<file path="config.mk">
export PLATFORM = sky130hd
export DESIGN_NAME = i2s_audio_tx
export DESIGN_NICKNAME = d
export VERILOG_FILES = /design/src/rtl/audio_pkg.sv /design/src/rtl/audio_fifo.sv /design/src/rtl/i2s_audio_tx.sv
export SDC_FILE = /design/constraint.sdc
export NUM_CORES = 1
export LEC_CHECK = 0
export ABC_AREA = 1
export BUFFER_PORTS_ARGS = -buffer_cell sky130_fd_sc_hd__buf_4
export CAP_MARGIN = 20
export CELL_PAD_IN_SITES_DETAIL_PLACEMENT = 1
export CELL_PAD_IN_SITES_GLOBAL_PLACEMENT = 2
export CORE_MARGIN = 2
export CORE_UTILIZATION = 25
export CTS_BUF_LIST = sky130_fd_sc_hd__clkbuf_16
export DETAILED_ROUTE_END_ITERATION = 16
export GPL_ROUTABILITY_DRIVEN = 0
export HOLD_SLACK_MARGIN = 0.02
export PLACE_DENSITY_LB_ADDON = 0.1
export SYNTH_ARGS = -nofsm -noshare
export SYNTH_HDL_FRONTEND = slang
export SYNTH_HIERARCHICAL = 1
export SYNTH_SLANG_ARGS = --single-unit
</file>
<file path="constraint.sdc">
create_clock -name clk -period 4.05 [get_ports clk]
set_input_delay 0.6075 -clock clk [delete_from_list [all_inputs] [get_ports clk]]
set_output_delay 0.6075 -clock clk [all_outputs]
set_load 0.02 [all_outputs]
</file>
<file path="src/rtl/audio_pkg.sv">
// Shared audio constants and helpers: volume encodings and signed saturation.
package audio_pkg;

  localparam logic [1:0] VOL_MUTE  = 2'd0;
  localparam logic [1:0] VOL_M12   = 2'd1;
  localparam logic [1:0] VOL_M6    = 2'd2;
  localparam logic [1:0] VOL_UNITY = 2'd3;

  // Clamp a signed value into the range of an out_w-bit two's-complement word.
  function automatic logic signed [31:0] saturate(input logic signed [31:0] x, input int out_w);
    logic signed [31:0] max_v;
    logic signed [31:0] min_v;
    max_v = (32'sd1 <<< (out_w - 1)) - 32'sd1;
    min_v = -(32'sd1 <<< (out_w - 1));
    if (x > max_v) return max_v;
    else if (x < min_v) return min_v;
    else return x;
  endfunction

endpackage

</file>
<file path="src/rtl/audio_fifo.sv">
// Synchronous first-word-fall-through FIFO; DEPTH=1 collapses to a single holding register.
module audio_fifo #(
  parameter int WIDTH = 36,
  parameter int DEPTH = 4
) (
  input  logic             clk,
  input  logic             reset,
  input  logic             push,
  input  logic [WIDTH-1:0] wdata,
  input  logic             pop,
  output logic [WIDTH-1:0] rdata,
  output logic             empty,
  output logic             full
);

  logic do_push;
  logic do_pop;

  // A push into a full FIFO is still taken when a pop frees a slot on the same edge.
  assign do_pop  = pop && !empty;
  assign do_push = push && (!full || do_pop);

  if (DEPTH == 1) begin : g_hold
    logic [WIDTH-1:0] data_reg;
    logic             valid_reg;

    always_ff @(posedge clk) begin
      if (do_push) data_reg <= wdata;
    end

    always_ff @(posedge clk) begin
      if (reset) valid_reg <= 1'b0;
      else if (do_push) valid_reg <= 1'b1;
      else if (do_pop) valid_reg <= 1'b0;
    end

    assign rdata = data_reg;
    assign empty = !valid_reg;
    assign full  = valid_reg;
  end else begin : g_ring
    localparam int AW = $clog2(DEPTH);
    localparam logic [AW:0] FULL_CNT = (AW + 1)'(DEPTH);

    logic [WIDTH-1:0] mem [DEPTH];
    logic [AW-1:0]    wr_ptr_reg;
    logic [AW-1:0]    rd_ptr_reg;
    logic [AW:0]      count_reg;

    always_ff @(posedge clk) begin
      if (do_push) mem[wr_ptr_reg] <= wdata;
    end

    always_ff @(posedge clk) begin
      if (reset) begin
        wr_ptr_reg <= '0;
        rd_ptr_reg <= '0;
        count_reg  <= '0;
      end else begin
        if (do_push) wr_ptr_reg <= wr_ptr_reg + 1'b1;
        if (do_pop) rd_ptr_reg <= rd_ptr_reg + 1'b1;
        if (do_push && !do_pop) count_reg <= count_reg + 1'b1;
        else if (do_pop && !do_push) count_reg <= count_reg - 1'b1;
      end
    end

    assign rdata = mem[rd_ptr_reg];
    assign empty = (count_reg == '0);
    assign full  = (count_reg == FULL_CNT);
  end

endmodule

</file>
<file path="src/rtl/i2s_audio_tx.sv">
// I2S transmitter: sample-pair buffer, shift/saturate/volume per channel, optional mono mix.
// Define I2S_AUDIO_TX_FIFO_EN for a FIFO_DEPTH-entry FIFO; otherwise a single holding register.
module i2s_audio_tx
  import audio_pkg::*;
#(
  parameter int IN_W        = 18,
  parameter int OUT_W       = 16,
  parameter int SLOT_W      = 16,
  parameter int AUDIO_SHIFT = 2,
  parameter int FIFO_DEPTH  = 4
) (
  input  logic            clk,
  input  logic            reset,
  input  logic [7:0]      bck_div,
  input  logic            stereo,
  input  logic [1:0]      volume,
  input  logic            in_valid,
  output logic            in_ready,
  input  logic [IN_W-1:0] in_l,
  input  logic [IN_W-1:0] in_r,
  output logic            i2s_bck,
  output logic            i2s_ws,
  output logic            i2s_din,
  output logic            underrun
);

  localparam int FRAME_W = 2 * SLOT_W;
  localparam int BW = $clog2(FRAME_W);
  localparam logic [BW-1:0] B_LAST  = BW'(FRAME_W - 1);
  localparam logic [BW-1:0] B_RIGHT = BW'(SLOT_W);
`ifdef I2S_AUDIO_TX_FIFO_EN
  localparam int BUF_DEPTH = FIFO_DEPTH;
`else
  localparam int BUF_DEPTH = 1;
`endif

  if (OUT_W >= IN_W || SLOT_W < OUT_W || FIFO_DEPTH < 2 || (FIFO_DEPTH & (FIFO_DEPTH - 1)) != 0) begin : g_bad_params
    $error("i2s_audio_tx: illegal parameter combination");
  end

  logic [7:0]         div_reg;
  logic [7:0]         cnt_reg;
  logic               bck_reg;
  logic               ws_reg;
  logic               din_reg;
  logic               underrun_reg;
  logic               ready_en_reg;
  logic [BW-1:0]      b_reg;
  logic [FRAME_W-1:0] sh_reg;

  logic [7:0]          div_eff;
  logic                tick;
  logic                fall;
  logic                frame_start;
  logic [BW-1:0]       b_next;
  logic                push;
  logic                fifo_empty;
  logic                fifo_full;
  logic [2*IN_W-1:0]   head;
  logic signed [OUT_W-1:0] l_proc;
  logic signed [OUT_W-1:0] r_proc;
  logic signed [OUT_W-1:0] l_out;
  logic signed [OUT_W-1:0] r_out;
  logic signed [OUT_W:0]   mono_sum;
  logic [FRAME_W-1:0]  frame_data;

  function automatic logic signed [OUT_W-1:0] process_sample(input logic signed [IN_W-1:0] x,
                                                             input logic [1:0] vol);
    logic signed [IN_W-1:0]  shifted;
    logic signed [31:0]      wide;
    logic signed [OUT_W-1:0] sat;
    shifted = x >>> AUDIO_SHIFT;
    wide = 32'(shifted);
    sat = OUT_W'(saturate(wide, OUT_W));
    case (vol)
      VOL_MUTE: return '0;
      VOL_M12:  return sat >>> 2;
      VOL_M6:   return sat >>> 1;
      default:  return sat;
    endcase
  endfunction

  function automatic logic [SLOT_W-1:0] to_slot(input logic [OUT_W-1:0] s);
    logic [SLOT_W+OUT_W-1:0] tmp;
    tmp = {s, {SLOT_W{1'b0}}};
    return tmp[SLOT_W+OUT_W-1 -: SLOT_W];
  endfunction

  assign div_eff     = (div_reg == 8'd0) ? 8'd1 : div_reg;
  assign tick        = (cnt_reg == div_eff);
  assign fall        = tick && bck_reg;
  assign frame_start = fall && (b_reg == B_LAST);
  assign b_next      = frame_start ? '0 : b_reg + 1'b1;

  // The frame-start pop frees a slot, so a full buffer can still take a pair on that edge.
  assign in_ready = ready_en_reg && (!fifo_full || frame_start);
  assign push     = in_valid && in_ready;

  audio_fifo #(
    .WIDTH(2 * IN_W),
    .DEPTH(BUF_DEPTH)
  ) u_fifo (
    .clk  (clk),
    .reset(reset),
    .push (push),
    .wdata({in_l, in_r}),
    .pop  (frame_start),
    .rdata(head),
    .empty(fifo_empty),
    .full (fifo_full)
  );

  always_comb begin
    l_proc   = process_sample(head[2*IN_W-1:IN_W], volume);
    r_proc   = process_sample(head[IN_W-1:0], volume);
    // Sum on OUT_W+1 bits; dropping the LSB is the halving and cannot overflow.
    mono_sum = $signed({l_proc[OUT_W-1], l_proc}) + $signed({r_proc[OUT_W-1], r_proc});
    l_out    = l_proc;
    r_out    = r_proc;
    if (!stereo) begin
      l_out = mono_sum[OUT_W:1];
      r_out = mono_sum[OUT_W:1];
    end
    frame_data = fifo_empty ? '0 : {to_slot(l_out), to_slot(r_out)};
  end

  always_ff @(posedge clk) begin
    if (reset) begin
      div_reg      <= bck_div;
      cnt_reg      <= 8'd0;
      bck_reg      <= 1'b0;
      b_reg        <= B_LAST;
      ws_reg       <= 1'b0;
      din_reg      <= 1'b0;
      sh_reg       <= '0;
      underrun_reg <= 1'b0;
      ready_en_reg <= 1'b0;
    end else begin
      ready_en_reg <= 1'b1;
      underrun_reg <= frame_start && fifo_empty;
      if (tick) begin
        cnt_reg <= 8'd0;
        bck_reg <= ~bck_reg;
      end else begin
        cnt_reg <= cnt_reg + 8'd1;
      end
      // Data leaves the shifter one BCK late, so the old frame's last bit lands at b=0.
      if (fall) begin
        b_reg   <= b_next;
        ws_reg  <= (b_next >= B_RIGHT);
        din_reg <= sh_reg[FRAME_W-1];
        sh_reg  <= frame_start ? frame_data : {sh_reg[FRAME_W-2:0], 1'b0};
      end
      if (frame_start) div_reg <= bck_div;
    end
  end

  assign i2s_bck  = bck_reg;
  assign i2s_ws   = ws_reg;
  assign i2s_din  = din_reg;
  assign underrun = underrun_reg;

endmodule
</file>
== Word-level counts from Yosys, hierarchy flattened ==
Index checks and enable logic that the tools add are counted.
W data, S select, Z words.

* Flip-flop bits (word level): 95
* Word-level logic and storage cells: 56
* Bits of input ports: 50

* Bitwise operators: 1
* Mux-type cells: 17
* Magnitude comparators: 5
* Add/sub/neg operators: 3
* Eq/ne operators: 4
* Reductions and logical operators: 15

{| class="wikitable"
|+ Operators by type and width
! cell !! count
|-
| $mux W16 || 6
|-
| $pmux W16 S3 || 2
|-
| $mux W32 || 2
|-
| $gt A16 B16 Y1 const B || 2
|-
| $lt A16 B16 Y1 const B || 2
|-
| $mux W8 || 3
|-
| $add A16 B16 Y17 || 1
|-
| $add A8 B1 Y8 const B || 1
|-
| $eq A8 B8 Y1 || 1
|-
| $logic_not A8 Y1 || 1
|-
| $logic_and A1 B1 Y1 || 7
|-
| $add A5 B1 Y5 const B || 1
|-
| $eq A5 B5 Y1 const B || 1
|-
| $ge A5 B5 Y1 const B || 1
|-
| $mux W5 || 1
|-
| $reduce_bool A2 Y1 || 2
|-
| $mux W1 || 3
|-
| $eq A2 B1 Y1 const B || 1
|-
| $eq A2 B2 Y1 const B || 1
|-
| $logic_not A2 Y1 || 1
|-
| $logic_or A1 B1 Y1 || 2
|-
| $reduce_or A2 Y1 || 1
|-
| $logic_not A1 Y1 || 1
|-
| $not A1 Y1 || 1
|}

== Longest topological paths before layout ==
Gate-level depths: netlist (run 1).

* Depth after elaboration: 10
* Mapped depth: 20
* Mapped depth without buffers: 19

== Cells and area by module ==
The synthesis (run 1) kept the hierarchy.

{| class="wikitable"
|+ Modules (own cells, without submodules)
! module !! instances !! area an instance (um2) !! cells each
|-
| i2s_audio_tx || 1 || 4242.8 || 643
|-
| audio_fifo || 1 || 1129.8 || 43
|}

== Worst setup path after synthesis (run 1) ==
No wires, ideal clock.

* Path type: reg2reg
* From: register b_reg[0]
* To: register u_fifo.g_hold.data_reg[0], in the netlist u_fifo/rdata[0] (enable)
* Cell stages (with the launch flop): 12
* Path buffers: 0
* Required time: 3.609 ns
* Arrival: 3.656 ns
* Setup slack: -0.047 ns
* Setup time: 0.441 ns
* Path through: dfxtp_1 -> ha_1 -> nand2_1 -> nor2_1 -> ha_1 -> inv_2 -> nor2_1 -> inv_1 -> a21boi_2 -> and2_1 -> inv_1 -> a21oi_1

* Cells in the longest elaborated chain, start to end: 6
* Elaborated cells on any way between the ends: 8
* Those cells by class: 1 x eq/ne; 7 x reduce/logical

{| class="wikitable"
|+ RTL lines
! element !! RTL line !! source
|-
| start, declared || i2s_audio_tx.sv:48 || <nowiki>logic [BW-1:0] b_reg;</nowiki>
|-
| start signal, assigned || i2s_audio_tx.sv:149 || <nowiki>b_reg <= b_next;</nowiki>
|-
| $eq A5 B5 Y1 || i2s_audio_tx.sv:92 || <nowiki>assign frame_start = fall && (b_reg == B_LAST);</nowiki>
|-
| $logic_and A1 B1 Y1 || i2s_audio_tx.sv:92 ||
|-
| named net frame_start || i2s_audio_tx.sv:54 || <nowiki>logic frame_start;</nowiki>
|-
| $logic_or A1 B1 Y1 || i2s_audio_tx.sv:96 || <nowiki>assign in_ready = ready_en_reg && (!fifo_full || frame_start);</nowiki>
|-
| $logic_and A1 B1 Y1 || i2s_audio_tx.sv:96 ||
|-
| named net in_ready || i2s_audio_tx.sv:18 || <nowiki>output logic in_ready,</nowiki>
|-
| $logic_and A1 B1 Y1 || i2s_audio_tx.sv:97 || <nowiki>assign push = in_valid && in_ready;</nowiki>
|-
| named net push || i2s_audio_tx.sv:56 || <nowiki>logic push;</nowiki>
|-
| $logic_and A1 B1 Y1 || audio_fifo.sv:21 || <nowiki>assign do_push = push && (!full || do_pop);</nowiki>
|-
| named net u_fifo.do_push || audio_fifo.sv:16 || <nowiki>logic do_push;</nowiki>
|-
| end signal, assigned || audio_fifo.sv:28 || <nowiki>if (do_push) data_reg <= wdata;</nowiki>
|-
| end, declared || audio_fifo.sv:24 || <nowiki>logic [WIDTH-1:0] data_reg;</nowiki>
|}

The timed path passes the listed nets, and every way through them passes these cells.
A chain may end at the register's enable or synchronous reset.

== Worst setup path after layout (run 1) ==
* From: register b_reg[0]
* To: output in_ready

* Cells in the longest elaborated chain, start to end: 4

{| class="wikitable"
|+ RTL lines
! element !! RTL line
|-
| $eq A5 B5 Y1 || i2s_audio_tx.sv:92
|-
| $logic_and A1 B1 Y1 || i2s_audio_tx.sv:92
|-
| named net frame_start || i2s_audio_tx.sv:54
|-
| $logic_or A1 B1 Y1 || i2s_audio_tx.sv:96
|-
| $logic_and A1 B1 Y1 || i2s_audio_tx.sv:96
|-
| end, declared || i2s_audio_tx.sv:18
|}

The timed path passes the listed nets, and every way through them passes these cells.

==> run metrics, run 1 <==
via/cell ratio=4.615; Cell Chain, Critical Path=ha_1, nand2_1, nor2_1, ha_1, inv_2, nor2_1, inv_1, a21boi_2, buf_4; final hold vios=0; Yosys warning count=6; PnR worst setup slack=approximately 0.80 ns; wire per inst=roughly 16 um; TritonRoute pass-1 iters=4; synthesized area per cell=7.702 um^2; I/O pin total=55; power density cells=357.7 nW/um^2; clk sink count=91; gr ovfl total=0; Root Buffer=clkbuf_16; worst hold path class=in -> reg; floorplan row count=53; die span in y=149.0 um; Fillers=roughly 2600; RSZ-0062 raised after global routing=no; ant diodes=0; largest net degree at the start of global routing=39; Tot Pwr=2.217 mW; remaining antenna violation count=0; DP Worst Slack=0.6164 ns; CTS tree=yes; core box area=20820 um^2; clock skew=0.009082 ns; crit path max fanout=27; synthesis-to-layout area growth=18.01%; DRC=0; RR Startpoint=b_reg[0]$_SDFFE_PP1P_; CTS clk-pin slew, worst paths=approximately 0.08 ns; HP Start=in_l[6]; max-slew violations=0; Layout Nets=793; via count=4633; Port Buffers=50; first-pass GRT wire length=about 26000 um; number of global-route vias before repair=4903; Post-Syn Area=about 5300 um^2; setup_tns=0 ns; Placed Area=5872 um^2; worst rel slew slack=0.4259; minimum clock period=3.250 ns; hpwl dp=12110 um; PostCTS Resize Cnt=0; Setup CP Type=reg -> out; fmax=0.3077 GHz; max incr delay on CP=0.39 ns; CP Launch Type=register; CTS H-tree depth=3; clock buffer depth=2; Starting Density=0.2523; die footprint=22190 um^2; GRT Total Usage=0.1487; leakage power=2.607 nW; Setup Fix Bufs, Post-CTS=0; Starting DRT DRC Count=150; max_cap viols=0; Syn Inst Count=about 680; Worst Setup SP=b_reg[0]$_SDFFE_PP1P_; # setup viols final=0; Tcrit/Tclk final=0.8023; Data required, critical path=3.44 ns; antenna violations before repair=0; maximum vdd drop=186.3 uV; wirelength, routed=15720 um; Setup crit end kind=primary output; share of cells above drive strength 1=0.1372; TritonCTS Buffers=9; slowest CP cell=dfxtp_1; Worst Tran Pin Value=around 0.86 ns; # hold bufs at CTS=0; later-pin clock latency in the skew report=0.35 ns; worst path arrival time=approximately 2.6 ns; status=complete, no violations; syn_nets=751; Final Cell Area=6198 um^2; Die W=around 150 um
cells in the final DEF, fill, tap and decap left out, types with 19 or more instances in the layout:
| master | n |
|---|---|
| nand2_1 | 133 |
| a21oi_1 | 69 |
| o221ai_1 | 19 |
| nor2_1 | 87 |
| edfxtp_1 | 40 |
| o21ai_0 | 62 |
| dfxtp_1 | 51 |
| buf_4 | 55 |
| inv_1 | 68 |
| nand3_1 | 37 |
path summary, 6_finish.rpt:
check	end	cells after the start	slack [ns]
worst max-delay path	in_ready	9	0.80
worst min-delay path	u_fifo/rdata[24]$_DFFE_PP_	1	0.42
worst max register to register	u_fifo/rdata[35]$_DFFE_PP_	12	0.82
worst min register to register	i2s_din$_SDFFE_PP0P_	2	0.47
critical path, delay by kind of cell (launching register included):
family	cells	cell delay (ns)
buf+inv	3	0.61
fa+ha+maj	2	0.56
simple gates	3	0.56
flops	1	0.39
compound gates	1	0.16
power breakdown:
| group | internal, mW | switching [mW] |
|---|---|---|
| logic | 0.131 | 0.224 |
| clock network | 0.440 | 0.424 |
| registers | 0.984 | 0.0148 |
| total | 1.55 | 0.662 |
area by class of cell:
class / instances / area, um^2 / area share
clock inverters: 7 / 73.82 / 0.01191
repair buffers: 56 / 440.4 / 0.07105
flip-flops and latches: 91 / 2222 / 0.3585
clock buffers: 9 / 225.2 / 0.03633
multi-input cells: 494 / 2623 / 0.4231
inverters: 72 / 270.3 / 0.04360
well taps: 275 / 344.1 / 0.05551
through the flow:
step	instances	hold slack, ns	utilization
detailed placement	987	0.4635	0.2820
global placement	987	0.4481	0.2820
CTS	1003	0.3985	0.2964
floorplan	682	0.4286	-
finish	1004	0.4234	0.2977
global route	1004	0.4048	0.2977
layer usage:
metal	share of wire	GRT usage	wire (um)
met3	0.021	0.01713	324
met4	0.022	0.05952	347
met1	0.50	0.2026	7828
met2	0.46	0.2408	7217
met5	0	0	0
Note: power is estimated with default switching activity, not from simulation.
==> run 2, diff against run 1 <==
ABC_AREA = 0   (was 1)
clock period = 2.65 ns   (was 4.05 ns; I/O delays follow)
==> run 2 against run 1 <==
The run now ends with negative setup slack left. Hold slack worse by 0.22 ns. Synthesized area up 4.0%. Final area up 29%. Via count up 13%. Core utilization up 7.1 points. Wire length up 20%. Synthesized cell count down 9.2%. Sequential power up 53%. Critical path depth up 2. Count of clock-buffer cells in the layout unchanged. Combinational power rose to 2.8 times the previous value. Non-clock buffer count up 131. Critical endpoint is now sh_reg[29]$_SDFFE_PP0P_.
==> run metrics, run 2 <==
Yosys warning count=6; Final Cell Area=7970 um^2; Tcrit/Tclk final=1.024; synthesis-to-layout area growth=45.93%; most frequent cells in the layout=buf_4, nand2_1, dfxtp_1, a21oi_1, edfxtp_1; Fillers=2449; Port Buffers=50; clk sink count=91; Data required, critical path=just under 3 ns; Post-Syn Area=5461 um^2; floorplan row count=54; ant diodes=0; GRT Total Usage=0.1613; core box area=21620 um^2; Util after Layout=0.3686; later-pin clock latency in the skew report=around 0.36 ns; # setup viols final=8; most common cell after layout, fill and taps aside=buf_4; RSZ-0062 raised after global routing=yes; first-pass GRT wire length=29550 um; hold path cells=1; status=finished with violations; CTS clk-pin slew, worst paths=~0.08 ns; Die W=151.8 um; failing checks=negative setup slack; reg2reg path depth=11; hpwl dp=14400 um; TritonRoute pass-1 iters=4; die span in y=151.8 um; TritonCTS Buffers=9; CP Launch Type=register; share of cells above drive strength 1=0.3949; fmax=0.3685 GHz; minimum clock period=2.714 ns; die footprint=between 20000 and 25000 um^2; gr ovfl total=0; CTS H-tree depth=3; Syn Inst Count=619; max_cap viols=0; Setup crit end kind=register; DP Worst Slack=-0.4308 ns; number of global-route vias before repair=5487; DRC=0; I/O pin total=55; largest net degree at the start of global routing=35; maximum vdd drop=251.8 uV; clock skew=0.007929 ns; clock buffer depth=2; Placed Area=7044 um^2; via/cell ratio=between 4 and 5; wirelength, routed=~19000 um; remaining antenna violation count=0; Starting Density=0.2526; final hold vios=0; worst hold path class=in -> reg; Hold Slack=~0.21 ns; synthesized area per cell=8.823 um^2; CTS tree=yes; wire per inst=approximately 18 um; Root Buffer=clkbuf_16; Setup CP Type=reg -> reg; syn_nets=688; crit path max fanout=4; Worst Tran Pin Value=0.6012 ns; max-slew violations=0; antenna violations before repair=0; leakage power=3.166 nW; power density cells=495.0 nW/um^2; worst rel slew slack=0.5992; PnR worst setup slack=-0.06381 ns; via count=5257; worst path arrival time=2.96 ns; Layout Nets=849; Starting DRT DRC Count=204
## run 2: what timing repair did
action,CTS,global route
setup endpoints to repair,52,61
gates resized for setup,21,96
pin swaps,11,46
hold buffers,0,0
cloned,0,1
buffers inserted,3,11
## run 2: power breakdown
group	switching [mW]	internal [mW]
sequential	0.0279	1.50
clock	0.647	0.752
combinational	0.509	0.504
total	1.18	2.76
## run 2: layer usage
layer,track usage,wire (um),vias up
met5,0,0,-
met4,0.04628,272,0
met3,0.02453,415,18
met2,0.2801,9283,65
met1,0.2080,8851,2540
li1,-,-,2634
## run 2: final cells by class
class	count	area (um^2)	area share
Timing Repair Buffer	187	1485	0.1863
Clock inverter	7	81.33	0.01020
Clock buffer	9	225.2	0.02826
Tap cell	280	350.3	0.04396
Multi-Input combinational cell	471	3527	0.4425
Sequential cell	91	2222	0.2788
Inverter	20	78.83	0.009890
## run 2: final timing paths
path | startpoint | endpoint | slack, ns
max | u_fifo/rdata[22]$_DFFE_PP_ | sh_reg[29]$_SDFFE_PP0P_ | -0.06
min | in_r[3] | u_fifo/rdata[3]$_DFFE_PP_ | 0.21
max reg2reg | u_fifo/rdata[22]$_DFFE_PP_ | sh_reg[29]$_SDFFE_PP0P_ | -0.06
min reg2reg | sh_reg[0]$_SDFFE_PP0P_ | sh_reg[0]$_SDFFE_PP0P_ | 0.46
## run 2: critical path, cell delays in order, from the launching register on
cell and delay (ns):
edfxtp_1 0.45, mux2_2 0.29, nand2_1 0.07, o21ai_2 0.08
fa_2 0.37, a21o_1 0.19, a311oi_2 0.29, buf_4 0.19
nor3_2 0.05, or3_1 0.33, o311a_1 0.16, o2bb2ai_1 0.13
## run 2: per-stage QoR
stage	std cells	setup TNS, ns	power, mW
6_report	1065	-0.3584	3.946
5_1_grt	1065	-5.465	4.156
3_5_place_dp	1034	-8.827	2.399
3_3_place_gp	1034	-7.759	2.374
4_1_cts	1053	-1.007	3.853
2_1_floorplan	619	-0.3612	2.000
==> run 3, diff against run 2 <==
TNS_END_PERCENT = 1   (was not set)
==> run 3 against run 2 <==
The run still ends with negative setup slack left. Highest routed layer unchanged. Sequential share of layout area increased by 1.1 points. Combinational power decreased by 8%. Sequential power about the same. Largest power group unchanged. Clock skew increased by 0.0071 ns. Worst setup slack got worse by 0.052 ns. Via count decreased by 0.93%.
==> run metrics, run 3 (synthesized netlist as in run 2, its figures left out) <==
power density cells=491.0 nW/um^2; Util after Layout=0.3552; hpwl dp=14080 um; reg2reg path depth=11; remaining antenna violation count=0; number of global-route vias before repair=5450; largest net degree at the start of global routing=38; Flop pwr share=0.406; Data required, critical path=2.87 ns; crit path max fanout=4; # hold bufs at CTS=0; worst path arrival time=2.99 ns; clock skew=0.01503 ns; ant diodes=0; Clock power frac=0.347; CTS clk-pin slew, worst paths=0.08 ns; Gate power share=0.247; Setup CP Type=reg -> reg; P_sw=1.152 mW; Setup crit end kind=register; die footprint=23040 um^2; max-slew violations=0; Port Buffers=50; most frequent cells in the layout=buf_4, nand2_1, dfxtp_1, a21oi_1, edfxtp_1; DRC=0; Starting Density=0.2526; RSZ-0062 raised after global routing=yes; worst hold path class=in -> reg; setup_tns=-0.7746 ns; Worst Setup SP=u_fifo/rdata[2]$_DFFE_PP_; wire per inst=around 17 um; via count=~5200; PnR worst setup slack=-0.1155 ns; gr ovfl total=0; CP Launch Type=register; reg-to-reg endpoint=sh_reg[13]$_SDFFE_PP0P_; GRT Total Usage=0.1573; floorplan row count=54; wirelength, routed=18250 um; leakage power=between 3 and 4 nW; fmax=0.3616 GHz; Tcrit/Tclk final=1.044; minimum clock period=2.765 ns; Power Internal=around 2.6 mW; most common cell after layout, fill and taps aside=buf_4; Worst Tran Pin Value=0.5443 ns; clk sink count=91; Layout Nets=~840; CTS H-tree depth=3; RR Startpoint=u_fifo/rdata[2]$_DFFE_PP_; failing checks=negative setup slack; Die W=151.8 um; synthesis-to-layout area growth=40.62%; die span in y=151.8 um; antenna violations before repair=0; Tot Pwr=3.771 mW; Reg2Reg Setup Slack=-0.12 ns; sw frac=0.3055; core box area=21620 um^2; first-pass GRT wire length=~30000 um; max_cap viols=0; CTS tree=yes; clock buffer depth=2; Critical Path Sink=sh_reg[13]$_SDFFE_PP0P_; Root Buffer=clkbuf_16; later-pin clock latency in the skew report=0.35 ns; Finished Layout Cells=1055; sequential cell area=~2200 um^2; TritonRoute pass-1 iters=4; worst rel slew slack=0.6356; maximum vdd drop=392.4 uV; Fillers=between 2000 and 3000; via/cell ratio=around 4.9; # setup viols final=10; I/O pin total=55; Starting DRT DRC Count=171; TritonCTS Buffers=9; final hold vios=0; Multi-input gate area=3364 um^2; status=finished with violations; share of cells above drive strength 1=0.3471; Placed Cells=approximately 1000
## run 3: final cells by class
type,instances,area share
Clock buffer,9,0.02933
Clock inverter,7,0.008961
Inverter,20,0.009775
Multi-Input combinational cell,471,0.4381
Sequential cell,91,0.2893
Tap cell,280,0.04562
Timing Repair Buffer,177,0.1789
## run 3: timing repair
action	4_1_cts	5_1_grt
endpoints found under the hold margin	0	0
resized for setup	24	43
buffers inserted	1	7
endpoints found under the setup margin	23	59
pin swaps	15	25
## run 3: per-layer routing
metal	track usage	share of wire
met4	0.04361	0.0079
met5	0	0
met1	0.2117	0.47
met3	0.02653	0.029
met2	0.2613	0.49
## run 3: worst min-delay path by stage
stage                                  to  slack [ns]  cells past startpoint                   start
6_report       u_fifo/rdata[26]$_DFFE_PP_        0.21                      1                 in_l[8]
5_1_grt        u_fifo/rdata[20]$_DFFE_PP_        0.20                      1                 in_l[2]
4_1_cts        u_fifo/rdata[26]$_DFFE_PP_        0.20                      1                 in_l[8]
3_5_place_dp       sh_reg[0]$_SDFFE_PP0P_        0.45                      2  sh_reg[0]$_SDFFE_PP0P_
3_3_place_gp          i2s_ws$_SDFFE_PP0P_        0.44                      2     i2s_ws$_SDFFE_PP0P_
2_1_floorplan      sh_reg[0]$_SDFFE_PP0P_        0.43                      2  sh_reg[0]$_SDFFE_PP0P_
## run 3: power by group through the flow
stage	Sequential (mW)	Combinational (mW)	Clock [mW]
after floorplan	1.55	0.440	0
after global placement	1.56	0.811	0
after detailed placement	1.56	0.832	0
after CTS	1.53	0.864	1.36
after global routing	1.54	1.02	1.42
final	1.53	0.929	1.31
## run 3: through the flow
| step | hold slack, ns | instance area, um^2 | setup WS [ns] |
|---|---|---|---|
| floorplan | 0.4323 | 5587 | -0.06910 |
| global placement | 0.4412 | 7020 | -0.3223 |
| detailed placement | 0.4549 | 7020 | -0.4145 |
| CTS | 0.1985 | 7426 | -0.06906 |
| global route | 0.1971 | 7680 | -0.1992 |
| finish | 0.2128 | 7680 | -0.1155 |
## run 3: critical path: stages, from the launching register on
cell and delay (ns):
edfxtp_1 0.39, mux2i_1 0.23, a21o_1 0.20, nor2_1 0.08, fa_2 0.39, a21o_1 0.21, a311oi_2 0.26, buf_4 0.20
nor3_2 0.07, or3_1 0.33, o311a_1 0.15, o2bb2ai_1 0.13
